### config.mk
export PLATFORM = sky130hd
export DESIGN_NAME = mod_stream_reducer
export DESIGN_NICKNAME = d
export VERILOG_FILES = /design/src/rtl/mod_stream_reducer.sv
export SDC_FILE = /design/constraint.sdc
export NUM_CORES = 1
export LEC_CHECK = 0
export CORE_AREA = 10 10 96 98
export DETAILED_ROUTE_END_ITERATION = 10
export DIE_AREA = 0 0 106 108
export PLACE_DENSITY = 0.85
export RECOVER_POWER = 25
export REMOVE_ABC_BUFFERS = 1
export SETUP_SLACK_MARGIN = 0.1
export SLEW_MARGIN = 20
export SYNTH_ARGS = -nofsm -noshare
export SYNTH_HDL_FRONTEND = slang
export SYNTH_SLANG_ARGS = --single-unit
### constraint.sdc
create_clock -name clk -period 15.3 [get_ports clk]
set_clock_uncertainty 0.2 [all_clocks]
set_input_delay 3.06 -clock clk [delete_from_list [all_inputs] [get_ports clk]]
set_output_delay 3.06 -clock clk [all_outputs]
set_load 0.01 [all_outputs]
### src/rtl/mod_stream_reducer.sv
// mod_stream_reducer: reduces a wide unsigned operand, streamed in
// CHUNK_W-bit chunks most-significant first, to (operand mod MOD).
// Horner accumulation: acc <- (acc * 2^CHUNK_W + chunk) mod MOD, with the
// modulo done by CHUNK_W conditional-subtract stages of MOD<<k.
// Operands longer than N_CHUNKS are cut at N_CHUNKS and flagged with out_err.
module mod_stream_reducer #(
  parameter int unsigned MOD      = 107,
  parameter int unsigned CHUNK_W  = 6,
  parameter int unsigned N_CHUNKS = 50,
  parameter int unsigned RES_W    = $clog2(MOD),
  parameter int unsigned CNT_W    = $clog2(N_CHUNKS + 1)
) (
  input  logic               clk,
  input  logic               rst,
  input  logic               in_valid,
  output logic               in_ready,
  input  logic [CHUNK_W-1:0] in_data,
  input  logic               in_last,
  output logic               out_valid,
  input  logic               out_ready,
  output logic [RES_W-1:0]   out_res,
  output logic [CNT_W-1:0]   out_cnt,
  output logic               out_err
);

  localparam int unsigned TW = RES_W + CHUNK_W;

  localparam logic [0:0] ST_ACC  = 1'b0;
  localparam logic [0:0] ST_DONE = 1'b1;

  logic [0:0]       state;
  logic [RES_W-1:0] acc;
  logic [CNT_W-1:0] cnt;

  logic [TW-1:0]    t_red;
  logic [RES_W-1:0] acc_next;
  logic [CNT_W-1:0] cnt_inc;
  logic             accept;
  logic             finish;

  assign in_ready  = (state == ST_ACC);
  assign out_valid = (state == ST_DONE);
  assign accept    = in_valid & in_ready;
  assign cnt_inc   = cnt + CNT_W'(1);
  assign finish    = in_last | (cnt_inc == CNT_W'(N_CHUNKS));

  // Shift the chunk into the running residue and fold it back below MOD.
  // t = acc*2^CHUNK_W + in_data never exceeds MOD*2^CHUNK_W - 1, so one
  // conditional subtract of MOD<<k per k (largest first) is sufficient.
  always_comb begin
    t_red = {acc, in_data};
    for (int unsigned i = 0; i < CHUNK_W; i++) begin
      if (t_red >= (TW'(MOD) << (CHUNK_W - 1 - i))) begin
        t_red = t_red - (TW'(MOD) << (CHUNK_W - 1 - i));
      end
    end
    acc_next = RES_W'(t_red);
  end

  // Control FSM plus accumulator, counter and result registers.
  always_ff @(posedge clk) begin
    if (rst) begin
      state   <= ST_ACC;
      acc     <= '0;
      cnt     <= '0;
      out_res <= '0;
      out_cnt <= '0;
      out_err <= 1'b0;
    end else begin
      case (state)
        ST_ACC: begin
          if (accept) begin
            if (finish) begin
              out_res <= acc_next;
              out_cnt <= cnt_inc;
              out_err <= ~in_last;
              acc     <= '0;
              cnt     <= '0;
              state   <= ST_DONE;
            end else begin
              acc <= acc_next;
              cnt <= cnt_inc;
            end
          end
        end
        ST_DONE: begin
          if (out_ready) begin
            state <= ST_ACC;
          end
        end
        default: state <= ST_ACC;
      endcase
    end
  end

endmodule

### Word level (Yosys, flattened, before mapping)

Cells that the tools add are included.
Widths: inputs -> output; s select.

| word-level totals | value |
|---|---|
| logic and storage cells | 38 |
| bits of input ports | 11 |
| output and inout port bits | 16 |
| flip-flop bits (word level) | 28 |

| operators by class | value |
|---|---|
| bitwise logic cells | 4 |
| reductions and logical operators | 2 |
| multiplexer cells | 12 |
| order comparisons | 6 |
| equal/unequal tests | 1 |
| add/sub/neg operators | 7 |

Operator list:

| kind | number |
|---|---|
| $mux 13 | 5 |
| $mux 7 | 2 |
| $ge 13x10->1 const B | 1 |
| $ge 13x11->1 const B | 1 |
| $ge 13x12->1 const B | 1 |
| $ge 13x7->1 const B | 1 |
| $ge 13x8->1 const B | 1 |
| $ge 13x9->1 const B | 1 |
| $sub 13x10->13 const B | 1 |
| $sub 13x11->13 const B | 1 |
| $sub 13x12->13 const B | 1 |
| $sub 13x8->13 const B | 1 |
| $sub 13x9->13 const B | 1 |
| $sub 7x7->7 const B | 1 |
| $add 6x1->6 const B | 1 |
| $eq 6x6->1 const B | 1 |
| $mux 6 | 1 |
| $mux 1 | 3 |
| $reduce_and 3->1 | 1 |
| $not 1->1 | 2 |
| $pmux 1 s2 | 1 |
| $reduce_and 2->1 | 1 |
| $and 1x1->1 | 1 |
| $or 1x1->1 | 1 |

### Logic depth before layout (Yosys ltp)

| depth | value |
|---|---|
| depth after elaboration | 13 |
| depth in mapped cells | 35 |
| gate-level depth less buffers | 34 |

### Least setup slack after synthesis

No wires, ideal clock.

| timing | value |
|---|---|
| kind | input to register |
| start | input in_data[4] |
| end | register out_res[1] |
| data required time | 14,961 ps |
| slack | 4,701 ps |
| stages | 34 |
| library setup time | 139 ps |
| path buffers | 2 |
| data arrival time | 10,260 ps |
| cells stage by stage | buf_2 > or4b_4 > or3_4 > a31o_4 > nor2_2 > a21o_1 > nand2_1 > xnor2_1 > inv_1 > ha_1 > buf_1 > or4_1 > a31oi_1 > o211ai_2 > nand2_2 > xnor2_1 > ha_1 > o21ai_0 > a211oi_1 > a31o_2 > and2_1 > a22o_1 > a22oi_1 > or4_4 > a21boi_1 > nor2_1 > xnor2_1 > ha_1 > nor2b_1 > o21ai_0 > mux2_2 > a41oi_4 > mux2i_1 > a211oi_1 |

| between the ends | value |
|---|---|
| cells in the longest elaborated chain, start to end | 12 |
| elaborated cells between the ends (all ways) | 18 |
| those cells by class | add/sub: 6; order compare: 6; mux: 6 |

RTL lines:

| element | line | RTL |
|---|---|---|
| start: declaration | 17 | `input logic [CHUNK_W-1:0] in_data,` |
| $sub 13x12->13 or $ge 13x12->1 (tied branches) | 54, 53 |  |
| $mux 13 (*) | 53 | `if (t_red >= (TW'(MOD) << (CHUNK_W - 1 - i))) begin` |
| $sub 13x11->13 or $ge 13x11->1 (tied branches) | 54, 53 |  |
| $mux 13 (*) | 53 |  |
| $sub 13x10->13 or $ge 13x10->1 (tied branches) | 54, 53 |  |
| $mux 13 (*) | 53 |  |
| $sub 13x9->13 or $ge 13x9->1 (tied branches) | 54, 53 |  |
| $mux 13 (*) | 53 |  |
| $sub 13x8->13 or $ge 13x8->1 (tied branches) | 54, 53 |  |
| $mux 13 (*) | 53 |  |
| $ge 13x7->1 or $sub 7x7->7 (tied branches) | 53, 54 |  |
| $mux 7 (*) | 53 |  |
| end signal: assignment | 74 | `out_res <= acc_next;` |
| end: declaration | 21 | `output logic [RES_W-1:0] out_res,` |

Every way passes the cells marked *; elsewhere a longest branch is shown, timed or not.
A chain may end at the register's enable or synchronous reset.

### Final worst setup path

| timing | value |
|---|---|
| start | input in_data[5] |
| end | register out_res[1] |

Same word-level chain as after synthesis.

==> flow_summary.toml <==
[synthesis]
post-synth-top-area-fraction_pct = 14.30
netlist_instances = 532
synth_top_cells_by_area = "sky130_fd_sc_hd__dfxtp_1 14%, sky130_fd_sc_hd__nor2_1 4.8%, sky130_fd_sc_hd__nand2_1 4.6%"
syn_avg_cell_area_sq_um = 7.366
post_syn_area_sq_um = 3919
async_reset_ff_share_pct = 0
yosys_top_cell_by_area = "sky130_fd_sc_hd__dfxtp_1"
ys_dominant_reg_cell = "sky130_fd_sc_hd__dfxtp_1"
ys_types = 91
synthesis.yosys.warnings = 0
ys_seq_area_share_pct = 14.30
synth.ff_latch_count = 28
count_of_flip_flops_with_a_built_in_enable_after_synthesis = 0

[clock_network]
cts_buffer_depth = 2
cts_setup_buffers = 0
cts_hold_buf = 0
cts.reportedPaths.clkPinSlew_ns = 0.09
ctsHtreeMaxLevel = 1
cts-resized-gates = 0
tritoncts = "built"
num_cts_buffers = 3
clk_latency_ns = 0.26
cts.sinks = 28
cts_root_buffer = "sky130_fd_sc_hd__clkbuf_8"

[place]
finalWeightedCongestion = 1.042
dp.cells = 636
port_buffers = 26
dpl.hpwl_microns = 8815
dpl-instance-area_sq_um = 4198
pre_cts_slack_ns = 2.969

[sta]
worst_slew_pin_slew_ns = 0.9711
ratio_of_final_minimum_period_to_clock_period_pct = 80.30
setup_violations = 0
post-route-worst-setup-slack_ns = 3.014
hold_viol_final = 0
layout_min_cycle_time_ns = 12.29
grt_setup_unrepaired = "no"
max_clock_freq_mhz = 81.40
total_neg_setup_slack_ns = 0
max_slew_headroom_at_the_worst_pin_pct = 35.05
drv_slew = 0

[detailed_routing]
via_per_instance_ratio = 6.870
route.vias.total = 4397
firstDrtPassIters = 5
detail-route-antenna-nets = 0
drt_drc_violations_left = 0
detail_route.wirelength_microns = 11470
drt-initial-drc-count = 319
wl_per_cell_microns = 17.93

[floorplanning]
floorplan.initialDensity_pct = 52.62
coreArea_sq_um = 7447
die-width_microns = 106
fp.dieH_microns = 108
io-pin-count = 27
placement_rows = 32
die_area_sq_um = 11450

[finish]
layout-area-overhead-vs-synth_pct = 8.525
seq_area_sq_um = 560.5
final-instance-count-excl-fill = 640
n_fill_cell = 718
num-nets-final = 558
combined_area_of_the_multi_input_logic_cells_sq_um = 3204
most_common_cell_after_layout_fill_and_taps_aside = "sky130_fd_sc_hd__nor2_1"
finalInstanceArea_sq_um = 4253
mostFrequentLayoutCells = "50 x sky130_fd_sc_hd__nor2_1, 48 x sky130_fd_sc_hd__nand2_1, 28 x sky130_fd_sc_hd__a21oi_1, 28 x sky130_fd_sc_hd__dfxtp_1, 21 x sky130_fd_sc_hd__o21ai_0"
num_antenna_cells = 0
final_layout_size_suffix_gt1_share_pct = 9.480

[global_routing]
grt_first_pass_wirelength_microns = 19170
pin_count_of_the_biggest_net_entering_global_routing = 29
grt_util_all_layers_pct = 19.26
grt_antenna_before_repair = 0
number_of_global_route_vias_before_repair = 4012
grt-ovfl-total = 0

[setup_path]
crit_path_start_kind = "input pin"
crit_slowest_cell = "sky130_fd_sc_hd__clkdlybuf4s50_1"
crit_start = "in_data[5]"
worstReg2RegStart = "acc[2]"
cpMostUsedCell = "sky130_fd_sc_hd__ha_1"
critical_path_arrival_ns = 12.20
cp.depth = 34
r2r_cells = 32
crit_family = "compound AO/OA/AOI/OAI gates"
timing.critical_path.to_type = "register"
cp_data_required_time_ns = 15.21
cp_max_fo = 13
slowest_delay_ns = 0.65
critPathBufInv = 2
critical_path_class = "input pin to register"

[hold_path]
min_path_cells = 2
hold_start = "out_res[2]"
hold_path_class = "register to register"

[status]
outcome = "finished clean"

[flow_run]
maxCapViolations = 0
[final timing paths]
path,end,slack [ns]
setup / recovery,out_res[1],3.01
hold / removal,out_res[2],0.29
hold reg to reg,out_res[2],0.29
setup reg to reg,out_res[1],6.09
[worst register-to-register path: cells and delay by family (launching register included)]
family | cells | cell delay [ns]
muxes | 2 | 0.58
xor gates and xnor gates | 3 | 0.72
DFF | 1 | 0.67
and+or+nand+nor | 10 | 3.27
buffers and inverters | 1 | 0.14
adders and majority gates | 3 | 0.91
AOI/OAI and AO/OA | 13 | 2.55
[per-stage QoR]
stage / hold WS (ns) / util [%]
2_1_floorplan: 0.2781 / -
3_3_place_gp: 0.2653 / 56.37
3_5_place_dp: 0.2743 / 56.37
4_1_cts: 0.2918 / 57.11
5_1_grt: 0.3300 / 57.11
6_report: 0.2874 / 57.11
[final cells by class]
| class | count | area share (%) |
|---|---|---|
| clock buffers | 4 | 1.294 |
| inverters | 12 | 1.059 |
| multi-input cells | 468 | 75.35 |
| flip-flops and latches | 28 | 13.18 |
| well taps | 102 | 3.001 |
| repair buffers | 26 | 6.119 |
[logic make-up after synthesis]
| kind of cell | synth area share [%] |
|---|---|
| flip-flops | 14.30 |
| multiplexers | 5.619 |
| AND/OR/NAND/NOR | 27.01 |
| buffers and inverters | 3.927 |
| XOR/XNOR | 4.470 |
| AO/OA/AOI/OAI | 42.11 |
| adder cells (fa/ha/maj) | 2.554 |
[per-layer routing]
| metal | wire, microns | share of wire, % | up-vias | GRT usage (%) |
|---|---|---|---|---|
| li1 | - | - | 2070 | - |
| met1 | 4876 | 42 | 2064 | 24.37 |
| met2 | 5421 | 47 | 223 | 33.44 |
| met3 | 804 | 7.0 | 40 | 2.558 |
| met4 | 371 | 3.2 | 0 | 5.609 |
| met5 | 0 | 0 | - | 0 |
[cells in the mapped netlist, types with 7 or more instances]
| library cell | number |
|---|---|
| sky130_fd_sc_hd__o22ai_1 | 7 |
| sky130_fd_sc_hd__a211o_1 | 7 |
| sky130_fd_sc_hd__nand3_1 | 13 |
| sky130_fd_sc_hd__nor2b_1 | 8 |
| sky130_fd_sc_hd__inv_1 | 12 |
| sky130_fd_sc_hd__and2_1 | 9 |
| sky130_fd_sc_hd__xnor2_1 | 13 |
| sky130_fd_sc_hd__a21oi_1 | 28 |
| sky130_fd_sc_hd__o21ai_1 | 18 |
| sky130_fd_sc_hd__nor2_1 | 50 |
| sky130_fd_sc_hd__mux2i_1 | 13 |
| sky130_fd_sc_hd__o21ai_0 | 21 |
| sky130_fd_sc_hd__nor3_1 | 16 |
| sky130_fd_sc_hd__nand2b_1 | 9 |
| sky130_fd_sc_hd__ha_1 | 8 |
| sky130_fd_sc_hd__o211ai_1 | 16 |
| sky130_fd_sc_hd__a21o_1 | 8 |
| sky130_fd_sc_hd__xor2_1 | 7 |
| sky130_fd_sc_hd__nand2_1 | 48 |
| sky130_fd_sc_hd__a211oi_1 | 16 |
| sky130_fd_sc_hd__dfxtp_1 | 28 |
| sky130_fd_sc_hd__a31oi_1 | 13 |
| sky130_fd_sc_hd__clkbuf_1 | 17 |
[state kept, by name, summed over array words and instances, names as in the netlist]
register,cells
acc,7
out_valid,1
cnt,6
out_err,1
out_cnt,6
out_res,7
Power is left out: the tool's default activity adds up to more than one toggle a clock period on the data nets, which glitch-free logic cannot reach.
